[src/rtl/umul_rr_sched_pkg.sv]
// Shared types and width helpers for the round-robin multiplier scheduler.
package umul_pkg;

   typedef enum logic [1:0] {
      IDLE = 2'd0,
      BUSY = 2'd1,
      RESP = 2'd2
   } state_t;

   localparam int unsigned N_DEF = 64;

   function automatic int unsigned id_width(input int unsigned nreq);
      return (nreq < 2) ? 1 : $clog2(nreq);
   endfunction

   function automatic int unsigned cnt_width(input int unsigned n);
      return $clog2(n + 8);
   endfunction

   // Cycle count in BUSY at which the multiplier is considered hung.
   function automatic int unsigned wd_limit(input int unsigned n);
      return n + 4;
   endfunction

endpackage

[src/rtl/umul_rr_sched_if.sv]
// Requester and response handshake bundle for the multiplier scheduler.
interface umul_rr_sched_if
   import umul_pkg::*;
#(
   parameter int unsigned N    = N_DEF,
   parameter int unsigned NREQ = 4,
   parameter int unsigned IDW  = id_width(NREQ)
) ();

   logic [NREQ-1:0]   req_valid;
   logic [NREQ-1:0]   req_ready;
   logic [NREQ*N-1:0] req_a;
   logic [NREQ*N-1:0] req_b;
   logic              rsp_valid;
   logic              rsp_ready;
   logic [IDW-1:0]    rsp_id;
   logic [2*N-1:0]    rsp_res;

   modport master (
      output req_valid, req_a, req_b, rsp_ready,
      input  req_ready, rsp_valid, rsp_id, rsp_res
   );

   modport slave (
      input  req_valid, req_a, req_b, rsp_ready,
      output req_ready, rsp_valid, rsp_id, rsp_res
   );

endinterface

[src/rtl/umul_rr_sched_arb.sv]
// Round-robin pick: first valid requester at or after the pointer, wrapping.
module umul_rr_arb #(
   parameter int unsigned NREQ = 4,
   parameter int unsigned IDW  = 2
) (
   input  logic [NREQ-1:0] req,
   input  logic [IDW-1:0]  ptr,
   output logic [NREQ-1:0] grant_c,
   output logic [IDW-1:0]  idx_c,
   output logic            any_c
);

   always_comb begin
      int unsigned s;
      grant_c = '0;
      idx_c   = '0;
      any_c   = 1'b0;
      s       = 0;
      for (int unsigned k = 0; k < NREQ; k++) begin
         s = 32'(ptr) + k;
         if (s >= NREQ) s = s - NREQ;
         for (int unsigned j = 0; j < NREQ; j++) begin
            if (!any_c && (s == j) && req[j]) begin
               grant_c[j] = 1'b1;
               idx_c      = IDW'(j);
               any_c      = 1'b1;
            end
         end
      end
   end

endmodule

[src/rtl/umul_rr_sched.sv]
// Shares one iterative multiplier among NREQ requesters, one op in flight,
// returning the full product tagged with the owner id.
module umul_rr_sched
   import umul_pkg::*;
#(
   parameter int unsigned N    = N_DEF,
   parameter int unsigned NREQ = 4,
   parameter int unsigned IDW  = id_width(NREQ),
   parameter int unsigned CW   = cnt_width(N)
) (
   input  logic           clk,
   input  logic           rst,
   umul_rr_sched_if.slave bus,
   output logic           mul_strt,
   output logic [N-1:0]   mul_a,
   output logic [N-1:0]   mul_b,
   input  logic [2*N-1:0] mul_res,
   input  logic           mul_done,
   output logic           busy,
   output logic [CW-1:0]  last_cycles,
   output logic           err
);

   localparam logic [CW-1:0]  WD_CNT  = CW'(wd_limit(N));
   localparam logic [CW-1:0]  CNT_MAX = '1;
   localparam logic [IDW-1:0] LAST_ID = IDW'(NREQ - 1);

   state_t         state, state_n;
   logic [IDW-1:0] rr_ptr, id_q;
   logic [CW-1:0]  cnt;
   logic [NREQ-1:0] grant_c;
   logic [IDW-1:0] gidx_c;
   logic           any_c;
   logic           take_req, take_done, take_rsp;
   logic [N-1:0]   sel_a, sel_b;

   umul_rr_arb #(.NREQ(NREQ), .IDW(IDW)) u_arb (
      .req     (bus.req_valid),
      .ptr     (rr_ptr),
      .grant_c (grant_c),
      .idx_c   (gidx_c),
      .any_c   (any_c)
   );

   // Operand mux for the granted requester.
   always_comb begin
      sel_a = '0;
      sel_b = '0;
      for (int unsigned i = 0; i < NREQ; i++) begin
         if (gidx_c == IDW'(i)) begin
            sel_a = bus.req_a[i*N +: N];
            sel_b = bus.req_b[i*N +: N];
         end
      end
   end

   always_ff @(posedge clk or posedge rst) begin
      if (rst) state <= IDLE;
      else     state <= state_n;
   end

   // Done is only trusted once strt has dropped; before that it belongs to the previous op.
   always_comb begin
      state_n       = state;
      take_req      = 1'b0;
      take_done     = 1'b0;
      take_rsp      = 1'b0;
      bus.req_ready = '0;
      unique case (state)
         IDLE: if (any_c) begin
            bus.req_ready = grant_c;
            take_req      = 1'b1;
            state_n       = BUSY;
         end
         BUSY: if (mul_done && !mul_strt) begin
            take_done = 1'b1;
            state_n   = RESP;
         end
         RESP: if (bus.rsp_ready) begin
            take_rsp = 1'b1;
            state_n  = IDLE;
         end
         default: state_n = IDLE;
      endcase
   end

   always_ff @(posedge clk or posedge rst) begin
      if (rst) begin
         mul_strt      <= 1'b0;
         mul_a         <= '0;
         mul_b         <= '0;
         id_q          <= '0;
         rr_ptr        <= '0;
         cnt           <= '0;
         busy          <= 1'b0;
         err           <= 1'b0;
         last_cycles   <= '0;
         bus.rsp_valid <= 1'b0;
         bus.rsp_id    <= '0;
         bus.rsp_res   <= '0;
      end else begin
         mul_strt <= take_req;
         busy     <= (state_n != IDLE);
         if (take_req) begin
            mul_a <= sel_a;
            mul_b <= sel_b;
            id_q  <= gidx_c;
            cnt   <= '0;
         end else if (state == BUSY && cnt != CNT_MAX) begin
            cnt <= cnt + 1'b1;
         end
         if (state == BUSY && cnt >= WD_CNT) err <= 1'b1;
         if (take_done) begin
            bus.rsp_res   <= mul_res;
            bus.rsp_id    <= id_q;
            last_cycles   <= cnt;
            bus.rsp_valid <= 1'b1;
         end
         if (take_rsp) begin
            bus.rsp_valid <= 1'b0;
            rr_ptr        <= (id_q == LAST_ID) ? '0 : id_q + 1'b1;
         end
      end
   end

endmodule

[src/flat_wrapper.sv]
// flat-port wrapper written by rule: the top's interface ports become plain ports
module umul_rr_sched_flat import umul_pkg::*;
#(
   parameter int unsigned N    = N_DEF,
   parameter int unsigned NREQ = 4,
   parameter int unsigned IDW  = id_width(NREQ),
   parameter int unsigned CW   = cnt_width(N)
)
  (clk, rst, mul_strt, mul_a, mul_b, mul_res, mul_done, busy, last_cycles, err, bus_req_valid, bus_req_a, bus_req_b, bus_rsp_ready, bus_req_ready, bus_rsp_valid, bus_rsp_id, bus_rsp_res);
  umul_rr_sched_if #(.N(N), .NREQ(NREQ), .IDW(IDW)) bus_i ();
  input  logic clk;
  input  logic rst;
  output logic mul_strt;
  output logic [N-1:0] mul_a;
  output logic [N-1:0] mul_b;
  input  logic [2*N-1:0] mul_res;
  input  logic mul_done;
  output logic busy;
  output logic [CW-1:0] last_cycles;
  output logic err;
  input wire logic [$bits(bus_i.req_valid)-1:0] bus_req_valid;
  input wire logic [$bits(bus_i.req_a)-1:0] bus_req_a;
  input wire logic [$bits(bus_i.req_b)-1:0] bus_req_b;
  input wire logic [$bits(bus_i.rsp_ready)-1:0] bus_rsp_ready;
  output wire logic [$bits(bus_i.req_ready)-1:0] bus_req_ready;
  output wire logic [$bits(bus_i.rsp_valid)-1:0] bus_rsp_valid;
  output wire logic [$bits(bus_i.rsp_id)-1:0] bus_rsp_id;
  output wire logic [$bits(bus_i.rsp_res)-1:0] bus_rsp_res;
  assign bus_i.req_valid = bus_req_valid;
  assign bus_i.req_a = bus_req_a;
  assign bus_i.req_b = bus_req_b;
  assign bus_i.rsp_ready = bus_rsp_ready;
  assign bus_req_ready = bus_i.req_ready;
  assign bus_rsp_valid = bus_i.rsp_valid;
  assign bus_rsp_id = bus_i.rsp_id;
  assign bus_rsp_res = bus_i.rsp_res;
  umul_rr_sched #(.N(N), .NREQ(NREQ), .IDW(IDW), .CW(CW)) u_core (.clk(clk), .rst(rst), .bus(bus_i), .mul_strt(mul_strt), .mul_a(mul_a), .mul_b(mul_b), .mul_res(mul_res), .mul_done(mul_done), .busy(busy), .last_cycles(last_cycles), .err(err));
endmodule
[config.mk]
export PLATFORM = sky130hd
export DESIGN_NAME = umul_rr_sched_flat
export DESIGN_NICKNAME = d
export VERILOG_FILES = /design/src/rtl/umul_rr_sched_pkg.sv /design/src/rtl/umul_rr_sched_if.sv /design/src/rtl/umul_rr_sched_arb.sv /design/src/rtl/umul_rr_sched.sv /design/src/flat_wrapper.sv
export SDC_FILE = /design/constraint.sdc
export NUM_CORES = 1
export LEC_CHECK = 0
export ABC_CLOCK_PERIOD_IN_PS = 7700
export BUFFER_PORTS_ARGS = -buffer_cell sky130_fd_sc_hd__clkbuf_2
export CAP_MARGIN = 10
export CORE_AREA = 2 2 359 361
export CTS_BUF_LIST = sky130_fd_sc_hd__clkbuf_2 sky130_fd_sc_hd__clkbuf_4 sky130_fd_sc_hd__clkbuf_8
export DETAILED_ROUTE_END_ITERATION = 8
export DIE_AREA = 0 0 361 363
export PLACE_DENSITY = 0.34
export SYNTH_ARGS = -nofsm -noshare
export SYNTH_HDL_FRONTEND = slang
export SYNTH_SLANG_ARGS = --single-unit
[constraint.sdc]
create_clock -name clk -period 7.7 [get_ports clk]
set_input_delay 0.385 -clock clk [delete_from_list [all_inputs] [get_ports clk]]
set_output_delay 0.385 -clock clk [all_outputs]
set_load 0.01 [all_outputs]
==> metrics <==
hold crit path type input port to flop; max incr delay on CP ~0.62 ns; Crit Path Max Fanout around 120; crit path cell chain inv_1 > a221o_4 > a21bo_4 > buf_12 > a211oi_2 > dlygate4sd3_1 > a211oi_2 > dlygate4sd3_1; WL per Instance about 21 µm; RSZ-0062 raised after global routing false; Syn Inst Count 1,393; Place WS around 4.2 ns; Setup CP Type flop to flop; power consumption 9.899 mW; Std-Cell Rows about 130; Post-DP HPWL 72,650 µm; Iter 0 DRT Violations about 700; TNS Setup 0 ns; Yosys warnings 0; gpl congestion about 0.81; count of pins over their slew limit 0; drt first pass iters 5; status completed; Synth Area per Inst about 11 µm²; share of cells above drive strength 1 0.4935; Die ar. 131,000 µm²; critical path endpoint category flop; Period minus WS final 4.033 ns; Adder-Cell Fraction of Synth Area 0.002368; Reg area about 7100 µm²; largest net degree at the start of global routing between 100 and 150; CTS tree built; fill cell count 14,230; Root Buffer clkbuf_8; maximum vdd drop between 150 and 200 µV; Async S/R FF share, synth 1.000; Die Width 361 µm; CTS Buffer Depth 3; critical path's slowest cell dlygate4sd3_1; final hold vios 0; clk slew on worst S/H paths 0.06 ns; multi-input logic area about 8000 µm²; fin worst setup slack between 3 and 4 ns; Cell Area, Synth 15,850 µm²; final cell count without fillers roughly 4,400; area of the core between 100,000 and 150,000 µm²; # H-tree levels 2; fin crit share 0.5238; largest family of logic cells by synthesized area compound AO/OA/AOI/OAI gates; power per cell area approximately 360 nW/µm²; Max Cap Viol 0; skew final between 0.04 and 0.05 ns; slew margin rel. 0.2703; Worst Path Buf+Inv 4; clk sinks approximately 280; Mapped Nets between 2,000 and 2,500; I/O Pins 921; Simple-Gate Fraction of Synth Area 0.07373; maximum operating frequency roughly 250 MHz; Inst Count DP 3,870; count leader, synth dfrtp_1; Synth top area share 0.4452; Post-synth EDFFs 0; DRT antenna net count 0; Die H between 300 and 400 µm; post-synthesis xor/xnor area fraction 0.002210; Initial Util 0.1248; via count of the routed design approximately 16,000; CP required between 8 and 9 ns; Leak Pwr ~13 nW; Synth Area in Compound Gates 0.2470; Yosys top cell by area dfrtp_1; CTS Hold Bufs a little under 400; cts repair resizes 0; area delta synth->final 72.10%; Seq/Total Area, Yosys 0.4452; commonest cells in the netlist 282 x dfrtp_1, 240 x a211oi_2, 137 x nor2_1; initial antenna violation count 22; # setup viols final 0; Setup Fix Bufs, Post-CTS 0; number of global-route vias before repair 17,400; CP Launch Type flop; DRC 0; Post-Route WL approximately 94,000 µm; Worst Tran Pin Value ~1.1 ns; total grt overflow 0; mux cell area share after synthesis 0.1789; ys flop type dfrtp_1; IO buf count just over 900; first-pass GRT wire length roughly 130,000 µm; Yosys cell types 46; Yosys reg bits 282; Tot GR Track Use 0.1368; CP top delay family buffers and inverters; clock latency on the worst-skew pair approximately 0.73 ns; final-stage net count around 3,300; WP data arrival 4.66 ns; drt via density roughly 3.7; Area contributors post-synth dfrtp_1 45%, a211oi_2 19%, mux2i_1 8.1%; cts bufs inserted 61
-- path summary, 6_finish.rpt --
check                            startpoint                     end  slack, ns  cells past startpoint
setup / recovery           u_core.rr_ptr[0]         u_core.mul_b[5]       3.67                      8
hold / removal               bus_req_b[195]         u_core.mul_b[3]       0.09                      3
min in group asynchronous               rst   u_core.bus.rsp_res[0]       0.22                      3
setup reg to reg           u_core.rr_ptr[0]         u_core.mul_b[5]       3.67                      8
hold reg to reg                  u_core.err              u_core.err       0.48                      1
max in group asynchronous               rst  u_core.bus.rsp_res[14]       5.78                      5
-- layout make-up --
type | instances | area share
tap | 1662 | 0.07623
clock buffer | 91 | 0.04201
inverter | 8 | 0.001422
multi-input combinational | 973 | 0.2945
sequential | 282 | 0.2587
timing repair buffer | 1332 | 0.3200
antenna | 9 | 0.0008256
clock inverter | 17 | 0.006330
-- through the flow --
step | hold WS [ns] | instance area (µm²) | utilization
floorplan | 0.4719 | 15850 | -
global placement | 0.4333 | 22060 | 0.1737
detailed placement | 0.4211 | 22060 | 0.1737
CTS | 0.0004904 | 27260 | 0.2146
global route | 0.03546 | 27280 | 0.2147
finish | 0.08875 | 27280 | 0.2147
-- cells in the final DEF (no fill, tap or decap), types with 2 or more instances in the layout --
| cell type | instances |
|---|---|
| clkbuf_2 | 920 |
| dlygate4sd3_1 | 387 |
| dfrtp_1 | 282 |
| a211oi_2 | 240 |
| nor2_1 | 137 |
| nand2_1 | 135 |
| a21oi_1 | 132 |
| mux2i_1 | 128 |
| mux2_1 | 108 |
| clkbuf_8 | 74 |
| mux2_2 | 30 |
| buf_4 | 20 |
| clkbuf_4 | 17 |
| a211oi_1 | 16 |
| clkinv_2 | 12 |
| diode_2 | 9 |
| inv_1 | 5 |
| buf_12 | 5 |
| nand2b_1 | 4 |
| o21ai_0 | 3 |
| nor3_1 | 3 |
| xor2_1 | 3 |
| ha_1 | 3 |
| nor2b_1 | 2 |
| a21o_1 | 2 |
| o31ai_1 | 2 |
| nand4_1 | 2 |
| or3_1 | 2 |
| bufinv_16 | 2 |
-- state kept, by name, indices dropped and copies added, names as in the netlist, 7 cells and up --
name	cells
u_core.bus.rsp_res	128
u_core.mul_b	64
u_core.last_cycles	7
u_core.mul_a	64
u_core.cnt	7
-- tightest hold or removal path, cell delays in order --
cell,delay [ns]
clkbuf_2,0.08
mux2i_1,0.18
a211oi_2,0.10
-- logic make-up (layout without fill, tap and decap cells) --
logic type,Yosys count,in the layout
other cells,0,9
xor+xnor,4,4
mux,266,266
buf+inv,138,1448
compound gates,404,404
flops,282,282
fa+ha+maj,3,3
simple gates,296,296
-- metal layers --
layer | routed length, µm | GRT usage
met5 | 69 | 0
met4 | 2664 | 0.04299
met3 | 7143 | 0.04487
met2 | 46580 | 0.2383
met1 | 37170 | 0.1579
-- where the power goes --
| part | switching [mW] | total, mW | internal, mW |
|---|---|---|---|
| combinational | 3.05 | 5.40 | 2.36 |
| sequential | 0.433 | 2.66 | 2.23 |
| clock | 0.813 | 1.84 | 1.02 |
No activity file was read; power rests on OpenSTA's default activity.
